==> config.mk <==
export PLATFORM = sky130hd
export DESIGN_NAME = mem_port_arbiter
export DESIGN_NICKNAME = d
export VERILOG_FILES = /design/src/rtl/mem_port_arbiter_pkg.sv /design/src/rtl/mem_arb_pick.sv /design/src/rtl/mem_port_arbiter.sv
export SDC_FILE = /design/constraint.sdc
export NUM_CORES = 1
export LEC_CHECK = 0
export BUFFER_PORTS_ARGS = -buffer_cell sky130_fd_sc_hd__buf_2
export CAP_MARGIN = 40
export CORE_MARGIN = 5
export CORE_UTILIZATION = 46
export CTS_CLUSTER_SIZE = 14
export DETAILED_ROUTE_END_ITERATION = 12
export HOLD_SLACK_MARGIN = 0.12
export PLACE_DENSITY = 0.78
export SLEW_MARGIN = 0
export SYNTH_ARGS = -nofsm -noshare
export SYNTH_HDL_FRONTEND = slang
export SYNTH_HIERARCHICAL = 1
export SYNTH_SLANG_ARGS = --single-unit
==> constraint.sdc <==
create_clock -name clk -period 2.5 [get_ports clk]
set_clock_uncertainty 0.1 [all_clocks]
set_input_delay 0.5 -clock clk [delete_from_list [all_inputs] [get_ports clk]]
set_output_delay 0.5 -clock clk [all_outputs]
set_load 0.05 [all_outputs]
==> src/rtl/mem_port_arbiter_pkg.sv <==
// mem_port_arbiter_pkg
//   Shared definitions for the memory port arbiter: FSM state encoding,
//   owner encoding and the default data/address width.
package mem_port_arbiter_pkg;

   localparam int WORD_SIZE = 16;

   typedef enum logic [1:0] {
      ARB_IDLE = 2'd0,
      ARB_BUSY = 2'd1,
      ARB_DONE = 2'd2
   } arb_state_t;

   typedef enum logic {
      OWN_CPU = 1'b0,
      OWN_DMA = 1'b1
   } owner_t;

endpackage

==> src/rtl/mem_arb_pick.sv <==
// mem_arb_pick
//   Combinational winner selection for the shared memory port.
//   Build option: MEM_ARB_RR_EN selects round-robin tie breaking using the
//   last owner; without it the CPU always wins a tie.
// Ports:
//   cpu_req, dma_req  request levels
//   last_owner        requester served last (MEM_ARB_RR_EN builds only)
//   any_req           at least one request present
//   winner            requester to be granted
module mem_arb_pick
   import mem_port_arbiter_pkg::*;
(
   input  logic   cpu_req,
   input  logic   dma_req,
`ifdef MEM_ARB_RR_EN
   input  owner_t last_owner,
`endif
   output logic   any_req,
   output owner_t winner
);

   always_comb begin
      any_req = cpu_req | dma_req;
      winner  = OWN_CPU;
      if (dma_req && !cpu_req) begin
         winner = OWN_DMA;
      end
`ifdef MEM_ARB_RR_EN
      else if (dma_req && cpu_req && (last_owner == OWN_CPU)) begin
         winner = OWN_DMA;
      end
`endif
   end

endmodule

==> src/rtl/mem_port_arbiter.sv <==
// mem_port_arbiter
//   Grants the single memory port to the CPU or the DMA requester, holds the
//   memory strobe for MEM_LATENCY cycles, captures read data and returns a
//   one-cycle ready pulse to the owner. All outputs are registered.
//   Build option: MEM_ARB_RR_EN enables round-robin tie breaking (otherwise
//   fixed CPU priority and no last-owner register).
// Ports:
//   clk, reset                      clock, synchronous active-high reset
//   cpu_req/we/addr/wdata           CPU request side
//   cpu_rdata, cpu_ready            CPU read data and completion pulse
//   dma_req/we/addr/wdata           DMA request side
//   dma_rdata, dma_ready            DMA read data and completion pulse
//   dma_grant                       DMA owns the port (BUSY or DONE)
//   mem_read, mem_write             memory strobes
//   mem_addr, mem_wdata, mem_rdata  memory address and data
module mem_port_arbiter #(
   parameter int WORD_SIZE   = mem_port_arbiter_pkg::WORD_SIZE,
   parameter int MEM_LATENCY = 2
) (
   input  logic                 clk,
   input  logic                 reset,
   input  logic                 cpu_req,
   input  logic                 cpu_we,
   input  logic [WORD_SIZE-1:0] cpu_addr,
   input  logic [WORD_SIZE-1:0] cpu_wdata,
   output logic [WORD_SIZE-1:0] cpu_rdata,
   output logic                 cpu_ready,
   input  logic                 dma_req,
   input  logic                 dma_we,
   input  logic [WORD_SIZE-1:0] dma_addr,
   input  logic [WORD_SIZE-1:0] dma_wdata,
   output logic [WORD_SIZE-1:0] dma_rdata,
   output logic                 dma_ready,
   output logic                 dma_grant,
   output logic                 mem_read,
   output logic                 mem_write,
   output logic [WORD_SIZE-1:0] mem_addr,
   output logic [WORD_SIZE-1:0] mem_wdata,
   input  logic [WORD_SIZE-1:0] mem_rdata
);

   import mem_port_arbiter_pkg::*;

   localparam logic [3:0] LAST_CNT = 4'(MEM_LATENCY - 1);

   arb_state_t           state;
   logic [3:0]           cnt;
   owner_t               owner_q;
   logic                 we_q;
   logic                 any_req;
   owner_t               winner;
   logic                 sel_we;
   logic [WORD_SIZE-1:0] sel_addr;
   logic [WORD_SIZE-1:0] sel_wdata;

`ifdef MEM_ARB_RR_EN
   owner_t               last_owner;
`endif

   mem_arb_pick u_pick (
      .cpu_req    (cpu_req),
      .dma_req    (dma_req),
`ifdef MEM_ARB_RR_EN
      .last_owner (last_owner),
`endif
      .any_req    (any_req),
      .winner     (winner)
   );

   always_comb begin
      sel_we    = cpu_we;
      sel_addr  = cpu_addr;
      sel_wdata = cpu_wdata;
      if (winner == OWN_DMA) begin
         sel_we    = dma_we;
         sel_addr  = dma_addr;
         sel_wdata = dma_wdata;
      end
   end

   // mem_addr/mem_wdata double as the latched access registers: loaded on
   // grant, held through BUSY, cleared on leaving BUSY.
   always_ff @(posedge clk) begin
      if (reset) begin
         state     <= ARB_IDLE;
         cnt       <= '0;
         owner_q   <= OWN_CPU;
         we_q      <= 1'b0;
         mem_read  <= 1'b0;
         mem_write <= 1'b0;
         mem_addr  <= '0;
         mem_wdata <= '0;
         cpu_ready <= 1'b0;
         dma_ready <= 1'b0;
         dma_grant <= 1'b0;
         cpu_rdata <= '0;
         dma_rdata <= '0;
`ifdef MEM_ARB_RR_EN
         last_owner <= OWN_DMA;
`endif
      end else begin
         case (state)
            ARB_IDLE: begin
               if (any_req) begin
                  state     <= ARB_BUSY;
                  cnt       <= '0;
                  owner_q   <= winner;
                  we_q      <= sel_we;
                  mem_read  <= ~sel_we;
                  mem_write <= sel_we;
                  mem_addr  <= sel_addr;
                  mem_wdata <= sel_wdata;
                  dma_grant <= (winner == OWN_DMA);
`ifdef MEM_ARB_RR_EN
                  last_owner <= winner;
`endif
               end
            end
            ARB_BUSY: begin
               if (cnt == LAST_CNT) begin
                  state     <= ARB_DONE;
                  mem_read  <= 1'b0;
                  mem_write <= 1'b0;
                  mem_addr  <= '0;
                  mem_wdata <= '0;
                  if (owner_q == OWN_DMA) begin
                     dma_ready <= 1'b1;
                     if (!we_q) dma_rdata <= mem_rdata;
                  end else begin
                     cpu_ready <= 1'b1;
                     if (!we_q) cpu_rdata <= mem_rdata;
                  end
               end else begin
                  cnt <= cnt + 4'd1;
               end
            end
            ARB_DONE: begin
               state     <= ARB_IDLE;
               cpu_ready <= 1'b0;
               dma_ready <= 1'b0;
               dma_grant <= 1'b0;
            end
            default: state <= ARB_IDLE;
         endcase
      end
   end

endmodule
* Yosys cells after proc, flatten, opt, wreduce, memory -nomap -nowiden *
Index checks and enable logic that the tools add are counted.

storage, ports and cells
  register bits = 77
  bits in latches = 0
  memory bits (writable) = 0
  bits in read-only memories = 0
  input port bits = 86
  output and inout port bits = 69
  word-level logic and storage cells = 69
  memories kept = 0

cells by class
  add/sub/neg operators = 1
  multipliers = 0
  divide/modulo/power cells = 0
  order comparisons = 0
  equality and inequality tests = 8
  shift-type cells = 0
  mux-type cells = 28
  bitwise logic cells = 4
  reductions and logical operators = 15

operator list
  kind                                                              number
  16-bit 2-to-1 mux                                                 5
  16-bit one-hot mux with 2 select lines                            2
  3-bit AND reduction                                               4
  1-bit 2-to-1 mux                                                  10
  2-bit inequality test (second input constant)                     5
  1-bit one-hot mux with 2 select lines                             5
  4-bit 2-to-1 mux                                                  2
  4-bit one-hot mux with 2 select lines                             1
  4-bit AND reduction                                               2
  2-bit AND reduction                                               3
  2-bit nonzero test                                                3
  4-bit by 1-bit adder with 4-bit output (second input constant)    1
  4-bit by 1-bit == test with 1-bit output (second input constant)  1
  2-bit 2-to-1 mux                                                  2
  2-bit one-hot mux with 2 select lines                             1
  1-bit NOT                                                         3
  2-bit by 1-bit == test with 1-bit output (second input constant)  1
  2-bit == test (second input constant)                             1
  2-bit logical NOT                                                 1
  1-bit logical AND                                                 1
  1-bit logical NOT                                                 1
  1-bit OR                                                          1

* Longest topological paths before layout *
Gate-level depths: netlist of run 1.

  word-level depth = 7
  gate-level depth with buffers = 6
  gate-level depth less buffers = 5

* Hierarchy *
The synthesis of run 1 kept the hierarchy.

by module, submodules not included
  module            times used  cells each  area each (sq um)  sequential area each (sq um)
  mem_port_arbiter  1           301         3260.6             1541.5
  mem_arb_pick      1           2           12.5               0.0

* Least setup slack after synthesis of run 1 *
Ideal clock, no wire load.

  path type = register to register
  from = register cnt[0]
  to = register cpu_rdata[0]
  setup time = 0.120 ns
  arrival time = 1.705 ns
  data required time = 2.280 ns
  path slack = 0.575 ns
  stages on the path, launching flop included = 6
  path buffers = 1
  clock period less this slack = 1.925 ns
  cells stage by stage = dfxtp_1 -> ha_1 -> or3b_4 -> or4_4 -> buf_6 -> mux2i_1

on the way
  longest elaborated chain between the ends = 2

RTL lines
  what                                      line                     text
  from (decl)                               mem_port_arbiter.sv:47   logic [3:0] cnt;
  from (signal assigned)                    mem_port_arbiter.sv:134  cnt <= cnt + 4'd1;
  4-bit by 1-bit == test with 1-bit output  mem_port_arbiter.sv:120  if (cnt == LAST_CNT) begin
  4-bit AND reduction (no line)             n/a
  to (signal assigned)                      mem_port_arbiter.sv:131  if (!we_q) cpu_rdata <= mem_rdata;
  to (decl)                                 mem_port_arbiter.sv:26   output logic [WORD_SIZE-1:0] cpu_rdata,

Every way passes these cells.
A chain may end at the register's enable or synchronous reset.

* Final worst setup path of run 1 *
  from = register cnt[0]
  to = register cpu_rdata[5]

Same word-level chain as after synthesis.

==> results.yml, run 1 <==
layout:
  num_antenna_cells: 0
  final_cells: 552
  synthToLayoutAreaGrowth_pct: 32.3
  final_layout_size_suffix_gt1_frac: 0.397
  most-common-layout-cells: "buf_2 (154), dfxtp_1 (77), mux2i_1 (65), nand2b_1 (52), o2bb2ai_1 (34)"
  nets: 539
  stdcell_area_um2: 4330
  layout.cells.most_common: "buf_2"
  num-fill-cells: 600
synthesis:
  syn-cell-area_um2: 3270
  ys_seq_area_frac: 0.471
  synth_top_area_cell: "dfxtp_1"
  mappedNetlistNets: 391
  postSynth.asyncResetShare: 0
  ys_seq_elements: 77
  synth_top_area_share: 0.471
  synthesis.instances: 303
  synth_cell_type_count: 34
  synth_edf_count: 0
  synth.yosys.warnings: 6
  synth.area.top_cells: "dfxtp_1 (47%), mux2i_1 (20%), nand2b_1 (9.9%)"
  syn_avg_cell_area_um2: 10.8
  dominantRegCellSynth: "dfxtp_1"
die:
  initial_utilization: 0.477
  core_area_um2: 6870
  rows: 30
  die_width_um: 94.4
  dieArea_um2: 8900
  die_height_um: 94.4
  num_io_pins: 155
sta:
  worst-slew-pin-transition_ns: 0.591
  max_freq_ghz: 0.489
  slew_violations: 0
  timing.final.crit_period_ns: 2.05
  maxSlewHeadroom: 0.603
  period_share: 0.818
  rsz0062_at_grt: "no"
  setup_violations: 0
  report.final.hold_viol_count: 0
  finalSetupTns_ns: 0
clock_tree:
  hold_buffers: 0
  ctsResizeCount: 0
  cts.sinks: 77
  clock_tree.htree_level_count: 3
  cts_root_buffer: "clkbuf_8"
  cts_setup_buffers: 0
  cts_buffers: 9
  clk_transition_reported_paths_ns: 0.09
  tritoncts: "done"
  cts_buffer_depth: 2
  worst_skew_pair.late_latency_ns: 0.34
place:
  port-buffer-count: 154
  post_placement_cell_count: 536
  dp_hpwl_mm: 6.16
  gpl.final_weighted_congestion: 0.800
  place_area_um2: 4150
routing:
  vias_per_cell: 5.03
  drt_iter0_drc: 101
  drc_errors_left: 0
  ant_nets: 0
  wirelength_mm: 8.12
  post_drt_wl_per_cell_um: 14.7
  vias: 2776
  drt_pass_1_iters: 4
global_route:
  grt_start_max_net_pins: 57
  globalRoute.totalOverflow: 0
  vias_in_the_first_global_route: 2794
  grt_antenna_before_repair: 0
  grt_use_total: 0.186
  grt_pass1_wl_mm: 13.2
setup_path:
  worst-endpoint-arrival_ns: 2.18
  worst_ep_required_time_ns: 2.64
  endpoint_kind: "flip-flop"
  crit_path_max_fanout: 10
  timing.critical_path.from_type: "flip-flop"
  worst-setup-path-type: "flip-flop to flip-flop"
pwr:
  p_leak_nw: 2.00
  vdd_drop_max_mv: 0.475
  powerDensity_nw_per_um2: 648
outcome:
  run_status: "complete, no violations"
min_path:
  timing.hold.worst.class: "input pin to flip-flop"
flow_run:
  timing.max_cap.violations: 0
==> critical path, stage by stage (launching register included) <==
cell,delay [ns]
dfxtp_1,0.41
ha_1,0.22
or3b_4,0.43
or4_4,0.62
mux2i_1,0.17
==> where the power goes <==
group | internal, mW | switching (mW)
Clock | 0.374 | 0.494
Sequential | 1.30 | 0.0478
Combinational | 0.199 | 0.395
==> cells in the mapped netlist (2+ instances only) <==
cell and instances:
a21oi_1 7, mux2i_1 65, o21ai_0 2, a211oi_1 4, dfxtp_1 77, ha_1 2, inv_1 3, nor3b_1 2
buf_2 6, or3_1 4, nand2_1 5, nand2b_1 52, clkbuf_1 14, nor2_1 2, o2bb2ai_1 34, nor2b_1 4
a31oi_1 2, nand3_1 2
==> per-stage QoR <==
stage                util  worst slack (ns)  power (mW)  hold slack [ns]
floorplan               -             0.575        1.78            0.395
global placement    0.603             0.534        1.96            0.339
detailed placement  0.603             0.468        1.97            0.341
CTS                 0.630             0.457        2.83            0.308
global route        0.630             0.335        2.96            0.309
finish              0.630             0.454        2.81            0.320
==> layer usage <==
metal  GRT usage  vias to the layer above  wire length (um)  share of wire
met5           0                        -                 0              0
li1            -                     1382                 -              -
met4      0.0578                        0                68         0.0084
met2       0.291                      121              3650           0.45
met3      0.0709                        6               846           0.10
met1       0.237                     1267              3550           0.44
==> logic make-up (layout without fill, tap and decap cells) <==
| logic type | after synthesis | count (layout) | synth area share |
|---|---|---|---|
| compound gates | 53 | 53 | 0.129 |
| fa+ha+maj | 2 | 2 | 0.00764 |
| buf+inv | 25 | 178 | 0.0333 |
| flops | 77 | 77 | 0.471 |
| mux | 65 | 65 | 0.199 |
| simple gates | 81 | 81 | 0.160 |
==> registers in the layout, indices dropped and copies added, names as in the netlist <==
register,count
mem_write,1
mem_read,1
state,2
mem_addr,16
we_q,1
cpu_rdata,16
owner_q,1
dma_rdata,16
cpu_ready,1
mem_wdata,16
dma_grant,1
dma_ready,1
cnt,4
==> cell type report <==
| class | count | area [um2] | share of cell area |
|---|---|---|---|
| well taps | 96 | 120 | 0.0277 |
| clock inverters | 7 | 60.1 | 0.0139 |
| flip-flops and latches | 77 | 1540 | 0.356 |
| repair buffers | 159 | 833 | 0.192 |
| multi-input cells | 201 | 1640 | 0.379 |
| clock buffers | 9 | 124 | 0.0286 |
| inverters | 3 | 11.3 | 0.00260 |
==> final timing paths <==
check	from	to	slack [ns]	depth (start not counted)
min reg2reg	mem_addr[6]	mem_addr[6]	0.36	1
max	cnt[0]	cpu_rdata[5]	0.45	4
min	cpu_wdata[8]	mem_wdata[8]	0.32	3
max reg2reg	cnt[0]	cpu_rdata[5]	0.45	4
Note: power is estimated with default switching activity, not from simulation.
==> inputs of run 2 (changes only) <==
--- a/config.mk
+++ b/config.mk
@@ -5,14 +5,15 @@
 export SDC_FILE = /design/constraint.sdc
 export NUM_CORES = 1
 export LEC_CHECK = 0
+export ABC_AREA = 1
 export BUFFER_PORTS_ARGS = -buffer_cell sky130_fd_sc_hd__buf_2
 export CAP_MARGIN = 40
 export CORE_MARGIN = 5
-export CORE_UTILIZATION = 46
+export CORE_UTILIZATION = 48
 export CTS_CLUSTER_SIZE = 14
 export DETAILED_ROUTE_END_ITERATION = 12
 export HOLD_SLACK_MARGIN = 0.12
-export PLACE_DENSITY = 0.78
+export PLACE_DENSITY = 0.79
 export SLEW_MARGIN = 0
 export SYNTH_ARGS = -nofsm -noshare
 export SYNTH_HDL_FRONTEND = slang
==> constraint.sdc (replaced) <==
create_clock -name clk -period 1.9 [get_ports clk]
set_clock_uncertainty 0.1 [all_clocks]
set_input_delay 0.38 -clock clk [delete_from_list [all_inputs] [get_ports clk]]
set_output_delay 0.38 -clock clk [all_outputs]
set_load 0.05 [all_outputs]
==> results.yml, run 2 <==
outcome:
  run_status: "complete, no violations"
synthesis:
  postSynth.asyncResetShare: 0
  dominantRegCellSynth: "dfxtp_1"
  yosys.cell_count.top_type: "nand2_1"
  ys_seq_area_frac: 0.410
  synth_top_area_cell: "dfxtp_1"
  mappedNetlistNets: 677
  synth_edf_count: 0
  synthesis.instances: 589
  synth.yosys.warnings: 6
  syn_avg_cell_area_um2: 6.39
  synth_top_area_share: 0.410
  synth_cell_type_count: 21
  ys_seq_elements: 77
  synth.area.top_cells: "dfxtp_1 (41%), nand2_1 (15%), nor2_1 (13%)"
  synthTopCellsByCount: "nand2_1 (150), nor2_1 (131), dfxtp_1 (77)"
  syn-cell-area_um2: 3760
sta:
  period_share: 0.990
  timing.final.crit_period_ns: 1.88
  worst-slew-pin-transition_ns: 0.774
  report.final.hold_viol_count: 0
  slew_violations: 0
  setup_violations: 0
  max_freq_ghz: 0.532
  maxSlewHeadroom: 0.483
  rsz0062_at_grt: "yes"
global_route:
  grt_pass1_wl_mm: 16.5
  grt_use_met1: 0.241
  grt_most_used_layer: "met2"
  grt_util_met2: 0.351
  globalRoute.totalOverflow: 0
  grt_start_max_net_pins: 46
  grt_antenna_before_repair: 0
  grt_use_total: 0.204
  vias_in_the_first_global_route: 3713
  grt_use_met3: 0.0580
die:
  num_io_pins: 155
  core_area_um2: 7690
  die_height_um: 98.5
  dieArea_um2: 9710
  rows: 32
  die_width_um: 98.5
  initial_utilization: 0.489
pwr:
  p_leak_nw: 2.51
  powerDensity_nw_per_um2: 920
  power_mw: 4.42
  vdd_drop_max_mv: 0.459
layout:
  final_layout_size_suffix_gt1_frac: 0.267
  synthToLayoutAreaGrowth_pct: 27.7
  final_core_utilization: 0.625
  nets: 818
  num_antenna_cells: 0
  most-common-layout-cells: "buf_2 (154), nand2_1 (150), nor2_1 (130), dfxtp_1 (77), nand3_1 (72)"
  stdcell_area_um2: 4800
  layout.cells.most_common: "buf_2"
  num-fill-cells: 746
flow_run:
  timing.max_cap.violations: 0
setup_path:
  worst-endpoint-arrival_ns: 2.05
  endpoint_kind: "flip-flop"
  timing.critical_path.from_type: "flip-flop"
  worst_ep_required_time_ns: 2.07
  worst-setup-path-type: "flip-flop to flip-flop"
  worst_r2r_path_depth: 7
  crit_path_max_fanout: 16
clock_tree:
  cts.sinks: 77
  cts_root_buffer: "clkbuf_8"
  tritoncts: "done"
  cts_setup_buffers: 0
  hold_buffers: 0
  cts_buffers: 9
  worst_skew_pair.late_latency_ns: 0.33
  cts_buffer_depth: 2
  clk_transition_reported_paths_ns: 0.07
  clock_tree.htree_level_count: 3
  ctsResizeCount: 0
place:
  port-buffer-count: 154
  place_area_um2: 4610
  gpl.final_weighted_congestion: 0.804
  dp_hpwl_mm: 7.33
routing:
  drt_pass_1_iters: 5
  vias_per_cell: 4.78
  wirelength_mm: 10.1
  drt_iter0_drc: 196
  ant_nets: 0
  post_drt_wl_per_cell_um: 12.1
  drc_errors_left: 0
  vias: 4000
min_path:
  whs_path_depth: 4
  timing.hold.worst.class: "input pin to flip-flop"
==> run 2: cell types whose count changed after synthesis, moves of 7 or more <==
| cell | change |
|---|---|
| a21oi_1 | +37 |
| buf_2 | +7 |
| inv_1 | +56 |
| mux2i_1 | -65 |
| nand2_1 | +145 |
| nand2b_1 | -52 |
| nand3_1 | +70 |
| nor2_1 | +129 |
| o2bb2ai_1 | -34 |
==> run 2: worst paths after layout <==
| path | from | to | slack (ns) |
|---|---|---|---|
| setup / recovery | cnt[1] | mem_addr[0] | 0.02 |
| hold / removal | cpu_we | mem_read | 0.27 |
| setup reg to reg | cnt[1] | mem_addr[0] | 0.02 |
| hold reg to reg | cpu_ready | cpu_ready | 0.37 |
==> run 2: final cells by class <==
cell class	count	area, um2	share of cell area
tap	102	128	0.0266
clock inverter	4	47.5	0.00990
sequential	77	1540	0.321
inverter	63	236	0.0492
timing repair buffer	164	883	0.184
multi-input combinational	415	1820	0.379
clock buffer	12	145	0.0302
==> run 2: metal layers <==
metal	up-vias	routed length, um	share of wire
met5	-	0	0
met4	0	136	0.013
met3	10	930	0.092
met2	147	4850	0.48
met1	1757	4200	0.42
li1	2086	-	-
==> run 2: worst max-delay path, cell delays in order, from the launching register on <==
cell and delay (ns):
dfxtp_1 0.40, inv_1 0.06, ha_1 0.22, nand2_1 0.16
nor2_4 0.07, nor2_2 0.61, nor2_1 0.09, nor2_1 0.10
==> run 2: cell families (layout without fill, tap and decap cells) <==
group / after synthesis / after routing / share of synthesized area
flops: 77 / 77 / 0.410
buf+inv: 98 / 243 / 0.108
compound gates: 45 / 45 / 0.0599
fa+ha+maj: 2 / 2 / 0.00665
simple gates: 367 / 368 / 0.416
==> run 2: where the power goes <==
group / leakage (nW) / internal (mW) / switching [mW] / total [mW]
clock: 0.0964 / 0.640 / 0.554 / 1.19
sequential: 0.630 / 1.75 / 0.0829 / 1.84
combinational: 1.79 / 0.397 / 0.992 / 1.39
==> run 2: metrics by stage <==
step                      instances  TNS [ns]  hold WS (ns)  setup slack [ns]
after CTS                       836         0         0.252            0.0271
after detailed placement        820         0         0.366            0.0512
after global placement          820         0         0.355             0.128
final                           837         0         0.271            0.0189
after floorplan                 589         0         0.349             0.408
after global routing            837     -1.81         0.276           -0.0881
==> inputs of run 3 (changes only) <==
==> constraint.sdc (replaced) <==
create_clock -name clk -period 1.8 [get_ports clk]
set_clock_uncertainty 0.1 [all_clocks]
set_input_delay 0.36 -clock clk [delete_from_list [all_inputs] [get_ports clk]]
set_output_delay 0.36 -clock clk [all_outputs]
set_load 0.05 [all_outputs]
==> results.yml, run 3 (synthesis results as in run 2) <==
global_route:
  grt_start_max_net_pins: 46
  grt_use_total: 0.205
  grt_pass1_wl_mm: 16.7
  grt_antenna_before_repair: 0
  globalRoute.totalOverflow: 0
  vias_in_the_first_global_route: 3772
outcome:
  run_status: "complete, no violations"
setup_path:
  worst_ep_required_time_ns: 1.94
  worst-endpoint-arrival_ns: 1.76
  crit_path_max_fanout: 34
  worst-setup-path-type: "flip-flop to flip-flop"
  worst_r2r_path_depth: 7
  timing.critical_path.from_type: "flip-flop"
  endpoint_kind: "flip-flop"
sta:
  worst-slew-pin-transition_ns: 0.306
  report.final.hold_viol_count: 0
  slew_violations: 0
  setup_violations: 0
  period_share: 0.899
  rsz0062_at_grt: "no"
  timing.final.crit_period_ns: 1.62
  maxSlewHeadroom: 0.796
  max_freq_ghz: 0.618
  finalSetupTns_ns: 0
clock_tree:
  cts.sinks: 77
  cts_root_buffer: "clkbuf_8"
  cts_buffers: 9
  tritoncts: "done"
  clk_transition_reported_paths_ns: 0.08
  clock_tree.htree_level_count: 3
  worst_skew_pair.late_latency_ns: 0.33
  hold_buffers: 0
  cts_buffer_depth: 2
  ctsResizeCount: 0
routing:
  drt_pass_1_iters: 4
  drt_iter0_drc: 167
  post_drt_wl_per_cell_um: 11.8
  vias: 4051
  vias_per_cell: 4.82
  ant_nets: 0
  drc_errors_left: 0
  wirelength_mm: 9.96
layout:
  layout.cells.most_common: "buf_2"
  nets: 822
  synthToLayoutAreaGrowth_pct: 32.0
  num_antenna_cells: 0
  final_layout_size_suffix_gt1_frac: 0.273
  stdcell_area_um2: 4960
  final_core_utilization: 0.646
  most-common-layout-cells: "buf_2 (154), nand2_1 (150), nor2_1 (130), dfxtp_1 (77), nand3_1 (72)"
die:
  die_width_um: 98.5
  core_area_um2: 7690
  initial_utilization: 0.489
  num_io_pins: 155
  rows: 32
  dieArea_um2: 9710
  die_height_um: 98.5
pwr:
  powerDensity_nw_per_um2: 1040
  vdd_drop_max_mv: 0.466
  power_mw: 5.16
  p_leak_nw: 2.59
place:
  port-buffer-count: 154
  gpl.final_weighted_congestion: 0.852
  place_area_um2: 4660
  dp_hpwl_mm: 7.39
min_path:
  timing.hold.worst.class: "input pin to flip-flop"
  whs_path_depth: 4
flow_run:
  timing.max_cap.violations: 0
==> run 3: worst paths after layout <==
path	slack [ns]	end	startpoint
setup reg to reg	0.18	cpu_rdata[5]	cnt[0]
hold / removal	0.24	mem_read	cpu_we
hold reg to reg	0.37	dma_ready	dma_ready
setup / recovery	0.18	cpu_rdata[5]	cnt[0]
==> run 3: critical path: stages (launching register included) <==
cell and delay (ns):
dfxtp_1 0.44, ha_1 0.25, nand2_1 0.15, nor2_4 0.17, buf_12 0.19, nand3_1 0.09, nand2_1 0.07, nor2_1 0.04
==> run 3: report_power, final <==
group	leakage (nW)	total [mW]	switching, mW	internal, mW
Sequential	0.630	1.94	0.0894	1.85
Combinational	1.82	1.50	1.05	0.453
Clock	0.136	1.72	0.622	1.10
Total	2.59	5.16	1.76	3.40
==> run 3: area by class of cell <==
| class | instances | area [um2] |
|---|---|---|
| multi-input combinational | 414 | 1820 |
| clock inverter | 6 | 134 |
| clock buffer | 10 | 138 |
| timing repair buffer | 169 | 971 |
| tap | 102 | 128 |
| fill | 711 | 2720 |
| sequential | 77 | 1540 |
| inverter | 63 | 236 |
==> run 3: timing repair <==
action                                 CTS  global route
endpoints found under the hold margin    0             0
setup endpoints to repair                0            11
setup buffers                            0             3
==> run 3: per-stage QoR <==
step	cells	setup WS [ns]	hold slack, ns
floorplan	589	0.308	0.329
global placement	822	0.234	0.353
detailed placement	822	0.118	0.359
CTS	838	0.100	0.229
global route	841	0.0553	0.258
finish	841	0.181	0.237
==> run 3: layer usage <==
| metal | global-route usage | wire length, um | up-vias |
|---|---|---|---|
| met5 | 0 | 0 | - |
| li1 | - | - | 2102 |
| met3 | 0.0453 | 944 | 14 |
| met2 | 0.339 | 4520 | 156 |
| met4 | 0.0693 | 146 | 0 |
| met1 | 0.265 | 4340 | 1779 |
